File: config.mk
export PLATFORM = sky130hd
export DESIGN_NAME = set_time_ctrl
export DESIGN_NICKNAME = d
export VERILOG_FILES = /design/src/rtl/set_time_ctrl.sv
export SDC_FILE = /design/constraint.sdc
export NUM_CORES = 1
export LEC_CHECK = 0
export BUFFER_PORTS_ARGS = -buffer_cell sky130_fd_sc_hd__buf_2
export CAP_MARGIN = 20
export CORE_MARGIN = 3
export CORE_UTILIZATION = 40
export DETAILED_ROUTE_END_ITERATION = 10
export PLACE_DENSITY = 0.6
export SLEW_MARGIN = 20
export SYNTH_ARGS = -nofsm -noshare
export SYNTH_HDL_FRONTEND = slang
export SYNTH_SLANG_ARGS = --single-unit
File: constraint.sdc
create_clock -name CLK -period 4.3 [get_ports CLK]
set_input_delay 0.43 -clock CLK [delete_from_list [all_inputs] [get_ports CLK]]
set_output_delay 0.43 -clock CLK [all_outputs]
set_load 0.01 [all_outputs]
File: src/rtl/set_time_ctrl.sv
// Set-time / set-alarm control FSM: debounced-button press decoding, auto-repeat and edit timeout.
// Latency: every output is registered; a press sampled at edge k acts during cycle k+1.
// Backpressure: none; presses arriving in the one-cycle load/commit states are dropped.
module set_time_ctrl #(
  parameter int REP_DLY = 16,
  parameter int REP_PER = 4,
  parameter int TIMEOUT = 1024
) (
  input  logic       CLK,
  input  logic       CLEAR_N,
  input  logic       MODE,
  input  logic       CONFIRM,
  input  logic       CLR_BTN,
  input  logic       SEL_DAY,
  input  logic       TOGGLE,
  input  logic       INC_H,
  input  logic       INC_M,
  output logic       S0,
  output logic       LD_TIME,
  output logic       LD_DAY,
  output logic       LD_ID,
  output logic       LD_O_F,
  output logic       TOF,
  output logic       IH,
  output logic       IM,
  output logic       CLEAR_ST,
  output logic       EN_ST,
  output logic       CT_WE,
  output logic [6:0] ALM_WE,
  output logic [2:0] ALM_SEL,
  output logic [2:0] STATE
);

  typedef enum logic [2:0] {
    IDLE  = 3'd0,
    LDT   = 3'd1,
    ET    = 3'd2,
    CMT_T = 3'd3,
    LDA   = 3'd4,
    EA    = 3'd5,
    CMT_A = 3'd6
  } state_t;

  localparam int RW = $clog2(REP_DLY + 1);
  localparam int TW = $clog2(TIMEOUT + 1);

  // Button vector ordered by priority: bit 6 (MODE) wins over lower bits.
  logic [6:0] btn;
  logic [6:0] prev_q, prev_d;
  logic [6:0] btn_rise;

  state_t       state_q, state_d;
  logic [2:0]   alm_sel_q, alm_sel_d;
  logic [RW-1:0] rep_cnt_q, rep_cnt_d;
  logic [TW-1:0] tmo_cnt_q, tmo_cnt_d;

  logic s0_q, s0_d, ld_time_q, ld_time_d, ld_day_q, ld_day_d, ld_id_q, ld_id_d;
  logic ld_o_f_q, ld_o_f_d, tof_q, tof_d, ih_q, ih_d, im_q, im_d;
  logic clear_st_q, clear_st_d, en_st_q, en_st_d, ct_we_q, ct_we_d;
  logic [6:0] alm_we_q, alm_we_d;
  logic act;

  assign btn      = {MODE, CONFIRM, CLR_BTN, SEL_DAY, TOGGLE, INC_H, INC_M};
  assign btn_rise = btn & ~prev_q;
  assign prev_d   = btn;

  // Next state, counters and registered-output values (outputs follow the next state).
  always_comb begin
    state_d    = state_q;
    alm_sel_d  = alm_sel_q;
    rep_cnt_d  = '0;
    tmo_cnt_d  = '0;
    ld_id_d    = 1'b0;
    tof_d      = 1'b0;
    ih_d       = 1'b0;
    im_d       = 1'b0;
    clear_st_d = 1'b0;
    act        = 1'b0;
    case (state_q)
      IDLE:  if (btn_rise[6]) state_d = LDT;
      LDT:   state_d = ET;
      LDA:   state_d = EA;
      CMT_T: state_d = IDLE;
      CMT_A: state_d = IDLE;
      ET, EA: begin
        if (btn_rise[6]) begin
          act = 1'b1;
          if (state_q == ET) begin
            state_d   = LDA;
            alm_sel_d = 3'd0;
          end else begin
            state_d = IDLE;
          end
        end else if (btn_rise[5]) begin
          act     = 1'b1;
          state_d = (state_q == ET) ? CMT_T : CMT_A;
        end else if (btn_rise[4]) begin
          act        = 1'b1;
          clear_st_d = 1'b1;
        end else if (btn_rise[3]) begin
          act     = 1'b1;
          ld_id_d = 1'b1;
          if (state_q == EA) begin
            alm_sel_d = (alm_sel_q == 3'd6) ? 3'd0 : alm_sel_q + 3'd1;
            state_d   = LDA;
          end
        end else if (btn_rise[2] && state_q == EA) begin
          act   = 1'b1;
          tof_d = 1'b1;
        end else if (btn_rise[1]) begin
          act       = 1'b1;
          ih_d      = 1'b1;
          rep_cnt_d = RW'(1);
        end else if (btn_rise[0]) begin
          act       = 1'b1;
          im_d      = 1'b1;
          rep_cnt_d = RW'(1);
        end else if (rep_cnt_q != '0 && (INC_H || INC_M)) begin
          // Counter value equals cycles since the press; first repeat at REP_DLY,
          // then rewind so the next one lands REP_PER cycles later.
          if (rep_cnt_q == RW'(REP_DLY)) begin
            act       = 1'b1;
            ih_d      = INC_H;
            im_d      = ~INC_H;
            rep_cnt_d = RW'(REP_DLY - REP_PER + 1);
          end else begin
            rep_cnt_d = rep_cnt_q + RW'(1);
          end
        end
        if (!act) begin
          if (tmo_cnt_q == TW'(TIMEOUT - 1)) begin
            state_d   = IDLE;
            rep_cnt_d = '0;
          end else begin
            tmo_cnt_d = tmo_cnt_q + TW'(1);
          end
        end
      end
      default: state_d = IDLE;
    endcase

    s0_d      = (state_d == LDT) || (state_d == ET) || (state_d == CMT_T);
    ld_time_d = (state_d == LDT) || (state_d == LDA);
    ld_day_d  = (state_d == LDT);
    ld_o_f_d  = (state_d == LDT) || (state_d == LDA);
    en_st_d   = (state_d != IDLE);
    ct_we_d   = (state_d == CMT_T);
    alm_we_d  = (state_d == CMT_A) ? (7'b0000001 << alm_sel_d) : 7'b0;
  end

  // State, counters, edge-detect history and output registers.
  always_ff @(posedge CLK or negedge CLEAR_N) begin
    if (!CLEAR_N) begin
      state_q    <= IDLE;
      prev_q     <= '1;
      alm_sel_q  <= 3'd0;
      rep_cnt_q  <= '0;
      tmo_cnt_q  <= '0;
      s0_q       <= 1'b0;
      ld_time_q  <= 1'b0;
      ld_day_q   <= 1'b0;
      ld_id_q    <= 1'b0;
      ld_o_f_q   <= 1'b0;
      tof_q      <= 1'b0;
      ih_q       <= 1'b0;
      im_q       <= 1'b0;
      clear_st_q <= 1'b0;
      en_st_q    <= 1'b0;
      ct_we_q    <= 1'b0;
      alm_we_q   <= 7'b0;
    end else begin
      state_q    <= state_d;
      prev_q     <= prev_d;
      alm_sel_q  <= alm_sel_d;
      rep_cnt_q  <= rep_cnt_d;
      tmo_cnt_q  <= tmo_cnt_d;
      s0_q       <= s0_d;
      ld_time_q  <= ld_time_d;
      ld_day_q   <= ld_day_d;
      ld_id_q    <= ld_id_d;
      ld_o_f_q   <= ld_o_f_d;
      tof_q      <= tof_d;
      ih_q       <= ih_d;
      im_q       <= im_d;
      clear_st_q <= clear_st_d;
      en_st_q    <= en_st_d;
      ct_we_q    <= ct_we_d;
      alm_we_q   <= alm_we_d;
    end
  end

  assign S0       = s0_q;
  assign LD_TIME  = ld_time_q;
  assign LD_DAY   = ld_day_q;
  assign LD_ID    = ld_id_q;
  assign LD_O_F   = ld_o_f_q;
  assign TOF      = tof_q;
  assign IH       = ih_q;
  assign IM       = im_q;
  assign CLEAR_ST = clear_st_q;
  assign EN_ST    = en_st_q;
  assign CT_WE    = ct_we_q;
  assign ALM_WE   = alm_we_q;
  assign ALM_SEL  = alm_sel_q;
  assign STATE    = state_q;

endmodule

# After elaboration in Yosys (flattened, before gate mapping)
# Cells that the tools add are included.
dict set report totals {
  out_inout_bits 24
  register_bits 46
  wordCells 125
}
dict set report op_classes {
  shift 1
  add_sub_neg 3
  muxes 80
  bitwise 3
  eq_ne 12
  reduce_logical 10
}
# op count
set ops {}
lappend ops {{2-to-1 mux 5 bit} 12}
lappend ops {{2-to-1 mux 3 bit} 18}
lappend ops {{2-to-1 mux 1 bit} 45}
lappend ops {{2-to-1 mux 11 bit} 3}
lappend ops {{== test 3 bit (second input constant)} 5}
lappend ops {{one-hot mux 3 bit (4 select lines)} 1}
lappend ops {{adder 11 x 1 -> 11 bit (second input constant)} 1}
lappend ops {{== test 11 x 10 -> 1 bit (second input constant)} 1}
lappend ops {{== test 3 x 2 -> 1 bit (second input constant)} 3}
lappend ops {{bitwise AND 7 bit} 1}
lappend ops {{2-to-1 mux 7 bit} 1}
lappend ops {{inverter 7 bit} 1}
lappend ops {{<< shifter 1 x 3 -> 7 bit (first input constant)} 1}
lappend ops {{== test 3 x 1 -> 1 bit (second input constant)} 2}
lappend ops {{adder 5 x 1 -> 5 bit (second input constant)} 1}
lappend ops {{== test 5 bit (second input constant)} 1}
lappend ops {{nonzero test 5 bit} 1}
lappend ops {{logical OR 1 bit} 4}
lappend ops {{adder 3 x 1 -> 3 bit (second input constant)} 1}
lappend ops {{logical NOT 3 bit} 1}
lappend ops {{nonzero test 3 bit} 1}
lappend ops {{logical AND 1 bit} 2}
lappend ops {{OR reduction 2 bit} 1}
lappend ops {{inverter 1 bit} 1}

# Logic depth before layout (Yosys ltp)
dict set report depth {
  depth_word 16
  depth_mapped 8
  mapped_depth_nobuf 8
}

# Least setup slack after synthesis
# OpenSTA, ideal clock, no wires.
dict set report synth_timing {
  path_type {reg-to-reg}
  start {register prev_q[6]}
  end {register tmo_cnt_q[2]}
  setup_ps 71
  path_stages_with_launch 7
  synth_period_minus_slack_ps 1837
  slack_ps 2463
  arrival_time_ps 1766
  path_cell_list {dfstp_2 and2b_4 nor4_4 nand4_2 or2_1 buf_2 nor2_1}
}
dict set report synth_via {
  elab_chain_cells 6
}
# element line
set synth_lines {}
lappend synth_lines {{start: declaration} 49} ;# logic [6:0] prev_q, prev_d;
lappend synth_lines {{start signal: assignment} 173} ;# prev_q <= prev_d;
lappend synth_lines {{inverter 7 bit} 64} ;# assign btn_rise = btn & ~prev_q;
lappend synth_lines {{bitwise AND 7 bit} 64}
lappend synth_lines {{2-to-1 mux 1 bit} 86} ;# if (btn_rise[6]) begin
lappend synth_lines {{2-to-1 mux 1 bit} 79} ;# case (state_q)
lappend synth_lines {{2-to-1 mux 11 bit} 130} ;# if (!act) begin
lappend synth_lines {{2-to-1 mux 11 bit} 79}
lappend synth_lines {{via tmo_cnt_d[2]} 55} ;# logic [TW-1:0] tmo_cnt_q, tmo_cnt_d;
lappend synth_lines {{end signal: assignment} 176} ;# tmo_cnt_q <= tmo_cnt_d;
lappend synth_lines {{end: declaration} 55}
# The timed path passes the listed nets, and every way through them passes these cells. The select of a mux whose other input is x is not followed.

# Worst setup path after layout
dict set report layout_timing {
  start {register prev_q[6]}
  end {register ld_o_f_q (netlist: LD_O_F)}
}
dict set report layout_via {
  elab_chain_cells 8
}
# element line
set layout_lines {}
lappend layout_lines {{inverter 7 bit *} 64}
lappend layout_lines {{bitwise AND 7 bit *} 64}
lappend layout_lines {{2-to-1 mux 3 bit or 2-to-1 mux 1 bit (tied branches)} 86}
lappend layout_lines {{2-to-1 mux 3 bit or 2-to-1 mux 1 bit (tied branches)} {131, 79}}
lappend layout_lines {{2-to-1 mux 3 bit} 130}
lappend layout_lines {{one-hot mux 3 bit (4 select lines) *} 79}
lappend layout_lines {{== test 3 x 1 -> 1 bit or == test 3 bit (tied branches)} 145} ;# ld_o_f_d = (state_d == LDT) || (state_d == LDA);
lappend layout_lines {{logical OR 1 bit *} 145}
lappend layout_lines {{via ld_o_f_d} 58} ;# logic ld_o_f_q, ld_o_f_d, tof_q, tof_d, ih_q, ih_d, im_q, im_d;
lappend layout_lines {{end signal: assignment} 181} ;# ld_o_f_q <= ld_o_f_d;
lappend layout_lines {{end: declaration} 58}
# The timed path passes the listed nets; every way through them passes the cells marked *. The select of a mux whose other input is x is not followed.

==> reports/qor.txt <==
Worst-path clk slew: 0.08 ns
Final worst path period need: 2.08 ns
Fin crit share: 48.4%
Post-cts resize count: 0
Leakage power: 0.00116 µW
Slew Viols, Final: 0
Distinct cells, synth: 58
RSZ-0062 raised after global routing: no
Post-DP HPWL: 3190 µm
Largest net degree at the start of global routing: 47
Most used DFF post-synth: dfrtp_1
DRC: 0
Drt wl/cell: 13.5 µm
Synth Net Count: 225
Max-Cap Viols: 0
Iter 0 DRT Violations: 98
Largest family of logic cells by synthesized area: simple AND/OR/NAND/NOR gates
CP Launch Point: prev_q[6]
IO Count: 33
First-pass GRT wire length: 7510 µm
Placement Rows: 26
Post-Synthesis Cells: 213
Skew-Pair Late Insertion Delay: 0.29 ns
FMAX: 481 MHz
H-tree depth: 2
Grt total ovfl: 0
Hold_buf cts: 0
CP Class: reg -> reg
Yosys warns: 0
Startpoint Class: register
Initial Util: 43.1%
Share of layout cells above drive strength 1: 26.0%
Die width: 81.6 µm
CP Capture Type: register
Cell area power density: 442 nW/µm²
Vias/cell: 5.19
GRT Total Usage: 14.6%
Maximum fanout along the worst path: 7
Setup tns final: 0 ns
Core Area: 5300 µm²
Antenna diodes: 0
Fin. Hold Viols: 0
Clock sinks: 46
Antenna violations before repair: 0
ANT nets after route: 0
CTS tree: done
Reg2reg start: prev_q[6]
Skew final: 0.00527 ns
Mux cell area share after synthesis: 0%
CTS buffer count: 5
Synthesized cell area: 2290 µm²
Area fraction of the dominant cell type after synthesis: 42.7%
Layout Nets: 257
EDFF count, synth: 0
Synth area leaders: dfrtp_1 (43%), dfstp_2 (8.0%), nor2_1 (3.4%), xnor2_1 (2.7%), inv_1 (2.3%)
Slew HR: 62.1%
Post-CTS setup buffer count: 0
Post-Synth Simple-Gate Area: 24.0%
Worst IR drop on VDD: 152 µV
Path category of the worst min-delay check: in -> async
Fill count: 494
Root Buffer: clkbuf_8
Async SR Flop Fraction: 100%
Avg Inst Size Synth: 10.7 µm²
Vias: 1641
Worst Max-Slew Pin Slew: 0.567 ns
Post-synth top area cell: dfrtp_1
Compound-gate portion of the synthesized area: 15.1%
#FFs+latches synth: 46
Sequential area share after synthesis: 50.7%
Status: completed
Routed wire length: 4270 µm
Vias in the first global route: 1626
Worst EP arrival: 2.26 ns
Die Area: 6660 µm²
Die height: 81.6 µm
Drt pass-1 iters: 4
Adder-cell share of the synthesized area: 1.64%
GP Congestion: 0.797
I/O Buffers: 32
Worst EP required: 4.48 ns
Overall power: 1140 µW
Max Root-Sink Buffers: 2
Synth Area in XOR/XNOR: 3.83%
Area Growth Syn to Fin: 13.0%
Setup violations, final: 0
## Yosys cell counts, drive strengths merged, types with 2 or more instances
cell,instances
a2111oi,2
a211oi,2
a21o,2
a21oi,10
a31oi,2
a32oi,2
and2b,2
and3,4
buf,6
dfrtp,39
dfstp,7
ha,3
inv,16
nand2,8
nand2b,4
nand3,9
nand3b,3
nand4,7
nor2,22
nor2b,6
nor3,7
nor3b,2
nor4,8
nor4b,2
o21a,4
o21ai,7
o22ai,3
or3b,2
xnor2,7
xor2,3
## area by class of cell
cell class                      count  area (µm²)  share of cell area, %
Sequential cell                    46        1160                   44.9
Multi-Input combinational cell    144        1020                   39.5
Timing Repair Buffer               32         163                   6.30
Tap cell                           70        87.6                   3.39
Clock buffer                        7        86.3                   3.34
Inverter                           16        62.6                   2.42
Clock inverter                      1        5.00                  0.194
## cell families (layout without fill, tap and decap cells)
family                   after synthesis  after routing
adder cells (fa/ha/maj)                3              3
buffers and inverters                 23             56
AND/OR/NAND/NOR                       89             89
AO/OA/AOI/OAI                         42             42
XOR/XNOR                              10             10
flip-flops                            46             46
## sequential cells by signal, summed over array words and instances, names as in the netlist, 3 cells and up
register   cells
prev_q         7
rep_cnt_q      5
ALM_WE         7
tmo_cnt_q     11
ALM_SEL        3
STATE          3
## report_power, final
group | total (µW) | switching, µW | internal [µW]
combinational | 347 | 215 | 132
sequential | 524 | 45.3 | 479
clock | 271 | 141 | 130
## critical path, stage by stage (launching register included)
cell	delay (ns)
dfstp_2	0.53
and2b_4	0.22
nor4_4	0.48
nand4_4	0.24
a32oi_1	0.20
nor3b_1	0.29
## final timing paths
kind / endpoint / slack, ns / cells after the start
setup / recovery: LD_O_F / 2.22 / 5
hold / removal: ALM_WE[5] / 0.13 / 1
setup reg to reg: LD_O_F / 2.22 / 5
hold reg to reg: tmo_cnt_q[0] / 0.48 / 1
max in group asynchronous: tmo_cnt_q[3] / 3.79 / 1
min in group CLK: prev_q[3] / 0.24 / 1
## placed cells by master, fill, tap and decap left out, drive strengths merged, types with 4 or more instances in the layout
cell,synthesis,routed
a21oi,10,10
and3,4,4
buf,6,32
clkbuf,1,7
dfrtp,39,39
dfstp,7,7
inv,16,16
nand2,8,8
nand2b,4,4
nand3,9,9
nand4,7,7
nor2,22,22
nor2b,6,6
nor3,7,7
nor4,8,8
o21a,4,4
o21ai,7,7
xnor2,7,7
## routing by layer
layer	share of wire, %	vias up	global-route usage [%]
met3	3.6	7	3.40
met2	49	28	23.9
met4	1.8	0	5.81
li1	-	827	-
met1	45	779	18.6
met5	0	-	0
## stage by stage
stage               setup slack, ns  cell area, µm²  instances  util (%)  hold WS, ns
finish                         2.22            2580        316      48.7        0.131
global route                   1.95            2580        316      48.7        0.173
CTS                            2.14            2580        316      48.7        0.232
detailed placement             2.14            2490        308      47.0        0.476
global placement               2.14            2490        308      47.0        0.462
floorplan                      2.46            2290        213         -        0.134
(Power assumes the default switching activity.)
